--- src/rtl/mul_16bit_seq_pkg.sv ---
// Shared definitions for the sequential shift-add multiplier: FSM encoding
// and iteration constants.
package mul_16bit_seq_pkg;

   typedef enum logic [1:0] {
      IDLE = 2'd0,
      BUSY = 2'd1,
      DONE = 2'd2
   } mul_state_e;

   localparam int MUL_ITERS = 16;
   localparam int MUL_CNT_W = 4;

endpackage

--- src/rtl/adder_16bit.sv ---
// 16-bit carry-lookahead adder built from four 4-bit lookahead groups; exports
// group generate/propagate so the caller can form the carry-out.
module adder_16bit (
   input  logic [15:0] a,
   input  logic [15:0] b,
   input  logic        c_in,
   output logic [15:0] sum,
   output logic        g_out,
   output logic        p_out
);

   logic [15:0] g;
   logic [15:0] p;
   logic [3:0]  gg;
   logic [3:0]  gp;
   logic [3:0]  gc;

   // Sum bits of one 4-bit group given its carry-in, carries fully expanded.
   function automatic logic [3:0] cla4_sum(input logic [3:0] gi,
                                           input logic [3:0] pi,
                                           input logic       ci);
      logic c1;
      logic c2;
      logic c3;
      c1 = gi[0] | (pi[0] & ci);
      c2 = gi[1] | (pi[1] & gi[0]) | (pi[1] & pi[0] & ci);
      c3 = gi[2] | (pi[2] & gi[1]) | (pi[2] & pi[1] & gi[0])
                 | (pi[2] & pi[1] & pi[0] & ci);
      return pi ^ {c3, c2, c1, ci};
   endfunction

   assign g = a & b;
   assign p = a ^ b;

   genvar k;
   generate
      for (k = 0; k < 4; k++) begin : g_grp
         assign gg[k] = g[4*k+3]
                      | (p[4*k+3] & g[4*k+2])
                      | (p[4*k+3] & p[4*k+2] & g[4*k+1])
                      | (p[4*k+3] & p[4*k+2] & p[4*k+1] & g[4*k]);
         assign gp[k] = &p[4*k+3 -: 4];
         assign sum[4*k+3 -: 4] = cla4_sum(g[4*k+3 -: 4], p[4*k+3 -: 4], gc[k]);
      end
   endgenerate

   // Second-level lookahead: group carries straight from c_in.
   assign gc[0] = c_in;
   assign gc[1] = gg[0] | (gp[0] & c_in);
   assign gc[2] = gg[1] | (gp[1] & gg[0]) | (gp[1] & gp[0] & c_in);
   assign gc[3] = gg[2] | (gp[2] & gg[1]) | (gp[2] & gp[1] & gg[0])
                        | (gp[2] & gp[1] & gp[0] & c_in);

   assign g_out = gg[3] | (gp[3] & gg[2]) | (gp[3] & gp[2] & gg[1])
                        | (gp[3] & gp[2] & gp[1] & gg[0]);
   assign p_out = &gp;

endmodule

--- src/rtl/mul_16bit_seq.sv ---
// Sequential 16x16 unsigned shift-add multiplier, one partial product per cycle.
// Optional MUL_ZERO_SKIP_EN: a zero operand goes straight to DONE with product 0.
module mul_16bit_seq
   import mul_16bit_seq_pkg::*;
#(
   parameter int WIDTH = 16
) (
   input  logic                 clk,
   input  logic                 rst_n,
   input  logic                 in_valid,
   output logic                 in_ready,
   input  logic [WIDTH-1:0]     in1,
   input  logic [WIDTH-1:0]     in2,
   output logic                 out_valid,
   input  logic                 out_ready,
   output logic [2*WIDTH-1:0]   product,
   output logic [1:0]           dbg_state
);

   // Handshakes: a transfer happens on a rising edge where valid && ready are
   // both high; in_ready is high only in IDLE, out_valid only in DONE, and
   // operands/product must stay stable while their valid is high and unaccepted.

   localparam logic [MUL_CNT_W-1:0] CNT_LAST = MUL_CNT_W'(MUL_ITERS - 1);

   mul_state_e              state_q, state_d;
   logic [2*WIDTH-1:0]      acc_q, acc_d;
   logic [2*WIDTH-1:0]      res_q, res_d;
   logic [WIDTH-1:0]        mcand_q, mcand_d;
   logic [MUL_CNT_W-1:0]    cnt_q, cnt_d;

   logic [WIDTH-1:0]        addend;
   logic [WIDTH-1:0]        add_sum;
   logic                    add_g;
   logic                    add_p;
   logic                    add_cin;
   logic                    add_cout;
   logic [2*WIDTH-1:0]      acc_shift;

   assign add_cin = 1'b0;
   assign addend  = acc_q[0] ? mcand_q : '0;

   adder_16bit u_adder (
      .a     (acc_q[2*WIDTH-1:WIDTH]),
      .b     (addend),
      .c_in  (add_cin),
      .sum   (add_sum),
      .g_out (add_g),
      .p_out (add_p)
   );

   assign add_cout  = add_g | (add_p & add_cin);
   // 33-bit {cout,sum,low} shifted right by one into the 32-bit accumulator.
   assign acc_shift = {add_cout, add_sum, acc_q[WIDTH-1:1]};

   always_ff @(posedge clk or negedge rst_n) begin
      if (!rst_n) begin
         state_q <= IDLE;
         acc_q   <= '0;
         res_q   <= '0;
         mcand_q <= '0;
         cnt_q   <= '0;
      end else begin
         state_q <= state_d;
         acc_q   <= acc_d;
         res_q   <= res_d;
         mcand_q <= mcand_d;
         cnt_q   <= cnt_d;
      end
   end

   always_comb begin
      state_d   = state_q;
      acc_d     = acc_q;
      res_d     = res_q;
      mcand_d   = mcand_q;
      cnt_d     = cnt_q;
      in_ready  = 1'b0;
      out_valid = 1'b0;
      case (state_q)
         IDLE: begin
            in_ready = 1'b1;
            if (in_valid) begin
               mcand_d = in1;
               cnt_d   = '0;
               acc_d   = {{WIDTH{1'b0}}, in2};
               state_d = BUSY;
`ifdef MUL_ZERO_SKIP_EN
               if ((in1 == '0) || (in2 == '0)) begin
                  acc_d   = '0;
                  res_d   = '0;
                  state_d = DONE;
               end
`endif
            end
         end
         BUSY: begin
            acc_d = acc_shift;
            cnt_d = cnt_q + 1'b1;
            if (cnt_q == CNT_LAST) begin
               res_d   = acc_shift;
               state_d = DONE;
            end
         end
         DONE: begin
            out_valid = 1'b1;
            if (out_ready) begin
               state_d = IDLE;
            end
         end
         default: begin
            state_d = IDLE;
         end
      endcase
   end

   // res_q only changes on entry to DONE, so product holds the last result
   // through the next operation instead of exposing the working accumulator.
   assign product   = res_q;
   assign dbg_state = state_q;

endmodule

--- config.mk ---
export PLATFORM = sky130hd
export DESIGN_NAME = mul_16bit_seq
export DESIGN_NICKNAME = d
export VERILOG_FILES = /design/src/rtl/mul_16bit_seq_pkg.sv /design/src/rtl/adder_16bit.sv /design/src/rtl/mul_16bit_seq.sv
export SDC_FILE = /design/constraint.sdc
export NUM_CORES = 1
export LEC_CHECK = 0
export ABC_AREA = 1
export CAP_MARGIN = 20
export CORE_MARGIN = 1.5
export CORE_UTILIZATION = 53
export DETAILED_ROUTE_END_ITERATION = 8
export MAX_ROUTING_LAYER = met4
export PLACE_DENSITY = 0.82
export SYNTH_ARGS = -nofsm -noshare
export SYNTH_HDL_FRONTEND = slang
export SYNTH_SLANG_ARGS = --single-unit
--- constraint.sdc ---
create_clock -name clk -period 2.9 [get_ports clk]
set_input_delay 0.58 -clock clk [delete_from_list [all_inputs] [get_ports clk]]
set_output_delay 0.58 -clock clk [all_outputs]
set_load 0.1 [all_outputs]
Yosys cells after proc, flatten, opt, wreduce, memory -nomap -nowiden
Index checks and enable logic that the tools add are counted.
{"block": "op_classes", "muxes": 11, "n_addsub": 1, "n_reduce_logical": 9, "eq_ne": 6, "bitwise_logic": 105}
{"operator": "32-bit one-hot mux with 2 select lines", "count": 1}
{"operator": "1-bit AND", "count": 60}
{"operator": "1-bit OR", "count": 39}
{"operator": "32-bit 2-to-1 mux", "count": 1}
{"operator": "16-bit AND", "count": 1}
{"operator": "16-bit 2-to-1 mux", "count": 1}
{"operator": "16-bit XOR", "count": 1}
{"operator": "4-bit XOR", "count": 4}
{"operator": "4-bit AND reduction", "count": 3}
{"operator": "4-bit one-hot mux with 2 select lines", "count": 1}
{"operator": "2-bit 2-to-1 mux", "count": 3}
{"operator": "2-bit inequality test, second input constant", "count": 3}
{"operator": "2-bit one-hot mux with 3 select lines", "count": 1}
{"operator": "2-bit AND reduction", "count": 3}
{"operator": "4-bit by 1-bit adder with 4-bit output, second input constant", "count": 1}
{"operator": "4-bit == test, second input constant", "count": 1}
{"operator": "4-bit 2-to-1 mux", "count": 1}
{"operator": "3-bit AND reduction", "count": 1}
{"operator": "2-bit by 1-bit == test with 1-bit output, second input constant", "count": 1}
{"operator": "2-bit == test, second input constant", "count": 1}
{"operator": "2-bit zero test", "count": 1}
{"operator": "1-bit 2-to-1 mux", "count": 2}
{"operator": "2-bit nonzero test", "count": 1}
{"block": "totals", "out_inout_bits": 36, "register_bits": 86}

Longest topological paths before layout
{"block": "depth", "ltp_word": 13, "depth_mapped": 16, "mapped_depth_nobuf": 14}

By module
From an unflattened synthesis, not the netlist that was laid out.
{"block": "unflattened", "cells_unflattened": 595, "area_unflattened_um2": 4588.2}
{"module": "mul_16bit_seq", "area_each_um2": 3713.6, "cells_each": 460, "n_inst": 1}
{"module": "adder_16bit", "area_each_um2": 874.6, "cells_each": 135, "n_inst": 1}

Worst setup path after synthesis
No wires, ideal clock.
{"block": "synth_timing", "path_type": "reg2out", "from": "reg state_q[1], in the netlist dbg_state[1]", "to": "out out_valid", "n_path_buf": 0, "required_time_ns": 2.320, "t_arrival_ns": 2.406, "stages_incl_launch_ff": 3, "setup_slack_ns": -0.086, "cell_sequence": "dfrtp_1 -> inv_2 -> nor2_1"}
{"block": "synth_between", "elab_chain_len": 2}
{"item": "from (decl)", "line": "mul_16bit_seq.sv:26", "rtl": "mul_state_e state_q, state_d;"}
{"item": "from (signal assigned)", "line": "mul_16bit_seq.sv:64", "rtl": "state_q <= state_d;"}
{"item": "2-bit == test", "line": "mul_16bit_seq.sv:80", "rtl": "case (state_q)"}
{"item": "1-bit 2-to-1 mux", "line": "mul_16bit_seq.sv:80"}
{"item": "to (decl)", "line": "mul_16bit_seq.sv:14", "rtl": "output logic out_valid,"}
Every way passes these cells.

Worst setup path in the final report
{"block": "layout_timing", "from": "reg acc_q[0]", "to": "reg acc_q[28]"}
{"block": "layout_between", "elab_chain_len": 13}
{"item": "from (decl)", "line": "mul_16bit_seq.sv:27", "rtl": "logic [2*WIDTH-1:0] acc_q, acc_d;"}
{"item": "from (signal assigned)", "line": "mul_16bit_seq.sv:59", "rtl": "acc_q <= '0;"}
{"item": "from (signal assigned)", "line": "mul_16bit_seq.sv:65", "rtl": "acc_q <= acc_d;"}
{"item": "16-bit 2-to-1 mux *", "line": "mul_16bit_seq.sv:41", "rtl": "assign addend = acc_q[0] ? mcand_q : '0;"}
{"item": "16-bit XOR or 16-bit AND (tied branches)", "line": "adder_16bit.sv:33, adder_16bit.sv:32"}
{"item": "1-bit AND (on tied branches)", "line": "adder_16bit.sv:39, adder_16bit.sv:40, adder_16bit.sv:41"}
{"item": "1-bit OR (tied with other cells)", "line": "adder_16bit.sv:39", "rtl": "| (p[4*k+3] & g[4*k+2])"}
{"item": "1-bit OR or 1-bit AND (tied branches)", "line": "adder_16bit.sv:40, adder_16bit.sv:41"}
{"item": "1-bit OR", "line": "adder_16bit.sv:41", "rtl": "| (p[4*k+3] & p[4*k+2] & p[4*k+1] & g[4*k]);"}
{"item": "1-bit AND", "line": "adder_16bit.sv:51", "rtl": "assign gc[3] = gg[2] | (gp[2] & gg[1]) | (gp[2] & gp[1] & gg[0])"}
{"item": "1-bit OR (2 in series)", "line": "adder_16bit.sv:51"}
{"item": "1-bit AND", "line": "adder_16bit.sv:25", "rtl": "c1 = gi[0] | (pi[0] & ci);"}
{"item": "1-bit OR", "line": "adder_16bit.sv:25"}
{"item": "4-bit XOR *", "line": "adder_16bit.sv:29", "rtl": "return pi ^ {c3, c2, c1, ci};"}
{"item": "32-bit one-hot mux with 2 select lines *", "line": "mul_16bit_seq.sv:80"}
Mark *: on every way between the ends. The rest lies on a longest branch, timed or not.
A chain may end at the register's enable or synchronous reset.

==> metrics.cfg <==
[floorplanning]
chipWidth_um=91.9
die_h_um=91.9
pin_count=72
dieArea_um2=8450
coreArea_um2=7690
rows=32
start_util_pct=54.5

[synth]
netlist_instances=482
syn_area_per_cell_um2=8.70
synth_simple_gate_area_share_pct=22.9
synth_cell_type_count=36
muxShareOfSynthArea_pct=0
synth_top_area_share_pct=51.3
synth_fa_ha_area_share_pct=6.98
synthTopCellsByArea=dfrtp_1 51%, nand2_1 15%, ha_1 5.1%
synth_top_family_by_area=simple AND/OR/NAND/NOR gates
synth_top_cell_by_area=dfrtp_1
ys_seq_area_share_pct=51.3
synth_xor_area_share_pct=1.46
yosysWarningCount=0
syn-cell-area_um2=4190
syn_nets=539
synth_seq_cells=86
synth_compound_area_share_pct=9.88

[detailed_routing]
num_vias=3346
dr.pass1.iters=6
top_layer=met4
wl_per_cell_um=13.7
met2_length_um=4360
drcViolationCount=0
ant_nets=0
drt-initial-drc-count=142
wl_met3_um=417
drt-total-wl_um=9010
wl_met1_um=4150
via_per_inst=5.09

[critical_path]
cp_data_required_time_ns=3.15
max_stage_delay_ns=0.65
start_kind=register
path_class=reg -> reg
cp_cell_sequence=nand2_1 > inv_1 > ha_1 > nand2_1 > nor2_1 > nor2_1 > nand2_2 > nand2_1 > nand3_2 > fa_1 > xor2_1 > a22o_1
cp_common_cell=nand2_1
r2r_start=acc_q[0]$_DFFE_PN0P_
cp_max_fo=17
cp.arrival_ns=2.85
rr_worst_depth=12
crit_path_end_kind=register
worstReg2RegEnd=acc_q[28]$_DFFE_PN0P_
cpMaxStageDelayCell=dfrtp_1
regToRegSetupSlack_ns=0.30

[sta]
min_period_over_period_pct=89.7
fin_setup_tns_ns=0
tightest_slew_ns=0.571
slew_headroom_pct=61.8
setup_viol=0
grt_setup_unrepaired=false
final.setup_skew_ns=0.0116
max_freq_mhz=384
slew_viol_final=0
finalHoldViolations=0
period_needed_ns=2.60

[cells_and_area]
layout_commonest_cell=nand2_1
fin_util_pct=65.8
fillerInstances=643
multi_input_area_um2=1730
syn2layout_area_growth_pct=20.6
antennaDiodeCount=0
final_cell_mix=170 x nand2_1, 86 x dfrtp_1, 56 x inv_1, 42 x buf_4, 34 x clkdlybuf4s50_1
register_area_um2=2150
drive_above_1_share_pct=14.4
stdcell_count=658
final_net_count=608
fin_area_um2=5060

[clock_network]
insertion_delay_ns=0.36
numCtsBuffers=9
cts_tree=built
postCtsHoldBufs=0
cts_resized=0
post_cts_buffers=0
clkSlewWorstSetupHoldPaths_ns=0.09
cts_buffer_depth=2
cts_max_level=3
cts-root-buf=clkbuf_8
cts_sinks=86

[grt]
antenna_found_initial=0
grt_pass1_wl_um=15400
grt_usage_pct=23.8
grt_pass1_vias=3251
overflow=0
grt_max_degree=46

[run_status]
status=complete, no violations

[placement]
dpl_cell_area_um2=4890
portBuffers=71
place.gp.congestion=0.902
dp_cells=642
hpwl_um=6650

[worst_hold_path]
hp-class=in -> async

[job]
cap_violations=0

-- how the worst max path moves through the flow --
stage                               startpoint                    end
after floorplan           acc_q[0]$_DFFE_PN0P_  acc_q[28]$_DFFE_PN0P_
after global placement    acc_q[0]$_DFFE_PN0P_  acc_q[28]$_DFFE_PN0P_
after detailed placement  acc_q[0]$_DFFE_PN0P_  acc_q[28]$_DFFE_PN0P_
after CTS                 acc_q[0]$_DFFE_PN0P_  acc_q[28]$_DFFE_PN0P_
after global routing      acc_q[0]$_DFFE_PN0P_  acc_q[28]$_DFFE_PN0P_
final                     acc_q[0]$_DFFE_PN0P_  acc_q[28]$_DFFE_PN0P_
-- metal layers --
layer / track usage (%) / vias to the layer above
li1: - / 1668
met4: 6.92 / 0
met2: 36.4 / 70
met3: 4.31 / 7
met5: - / -
met1: 32.7 / 1601
-- final cells by class --
cell class | instances | share of cell area, %
well taps | 102 | 2.52
inverters | 60 | 4.45
clock buffers | 10 | 2.52
repair buffers | 76 | 13.0
flip-flops and latches | 86 | 42.6
multi-input cells | 318 | 34.2
clock inverters | 6 | 0.767
-- stage by stage --
step	setup WS [ns]	hold WS (ns)
2_1_floorplan	0.360	0.284
3_3_place_gp	0.432	0.461
3_5_place_dp	0.288	0.459
4_1_cts	0.297	0.215
5_1_grt	0.0649	0.237
6_report	0.299	0.197
-- critical path, delay by kind of cell, from the launching register on --
family                     cells  cell delay (ns)
AOI/OAI and AO/OA              1             0.23
and+or+nand+nor                7             0.63
xor gates and xnor gates       1             0.19
adders and majority gates      2             0.69
buffers and inverters          1             0.10
DFF                            1             0.65
-- flip-flops by register name (all words and copies together), names as in the netlist --
signal     flops
mcand_q       16
acc_q         32
product       32
cnt_q          4
dbg_state      2
-- cells by family (layout without fill, tap and decap cells) --
logic type,count (synthesis),in the layout
flip-flops,86,86
AND/OR/NAND/NOR,225,225
adder cells (fa/ha/maj),21,21
XOR/XNOR,7,7
AO/OA/AOI/OAI,65,65
buffers and inverters,78,152
-- Yosys cell counts --
library cell / count
nand3b_1: 1
nand3_1: 19
nand2_4: 1
o21ai_0: 26
a221oi_2: 2
xor2_1: 5
nor2_8: 1
and2_1: 1
inv_2: 3
nand3_2: 2
o221a_2: 1
inv_1: 56
o21bai_1: 1
clkbuf_1: 5
a31oi_1: 1
a21o_1: 1
nor2_1: 17
buf_2: 11
nor2_4: 3
a21oi_2: 1
a22o_1: 5
buf_4: 2
a221oi_1: 5
xnor2_1: 2
o22ai_1: 10
ha_1: 17
o31ai_1: 1
dfrtp_1: 86
nand4_1: 1
a21oi_1: 11
fa_1: 4
clkinv_1: 1
nand2_1: 170
nand2_2: 7
or2_0: 1
nor2_2: 1
Power is left out: the tool's default activity adds up to more than one toggle a clock period on the data nets, which glitch-free logic cannot reach.
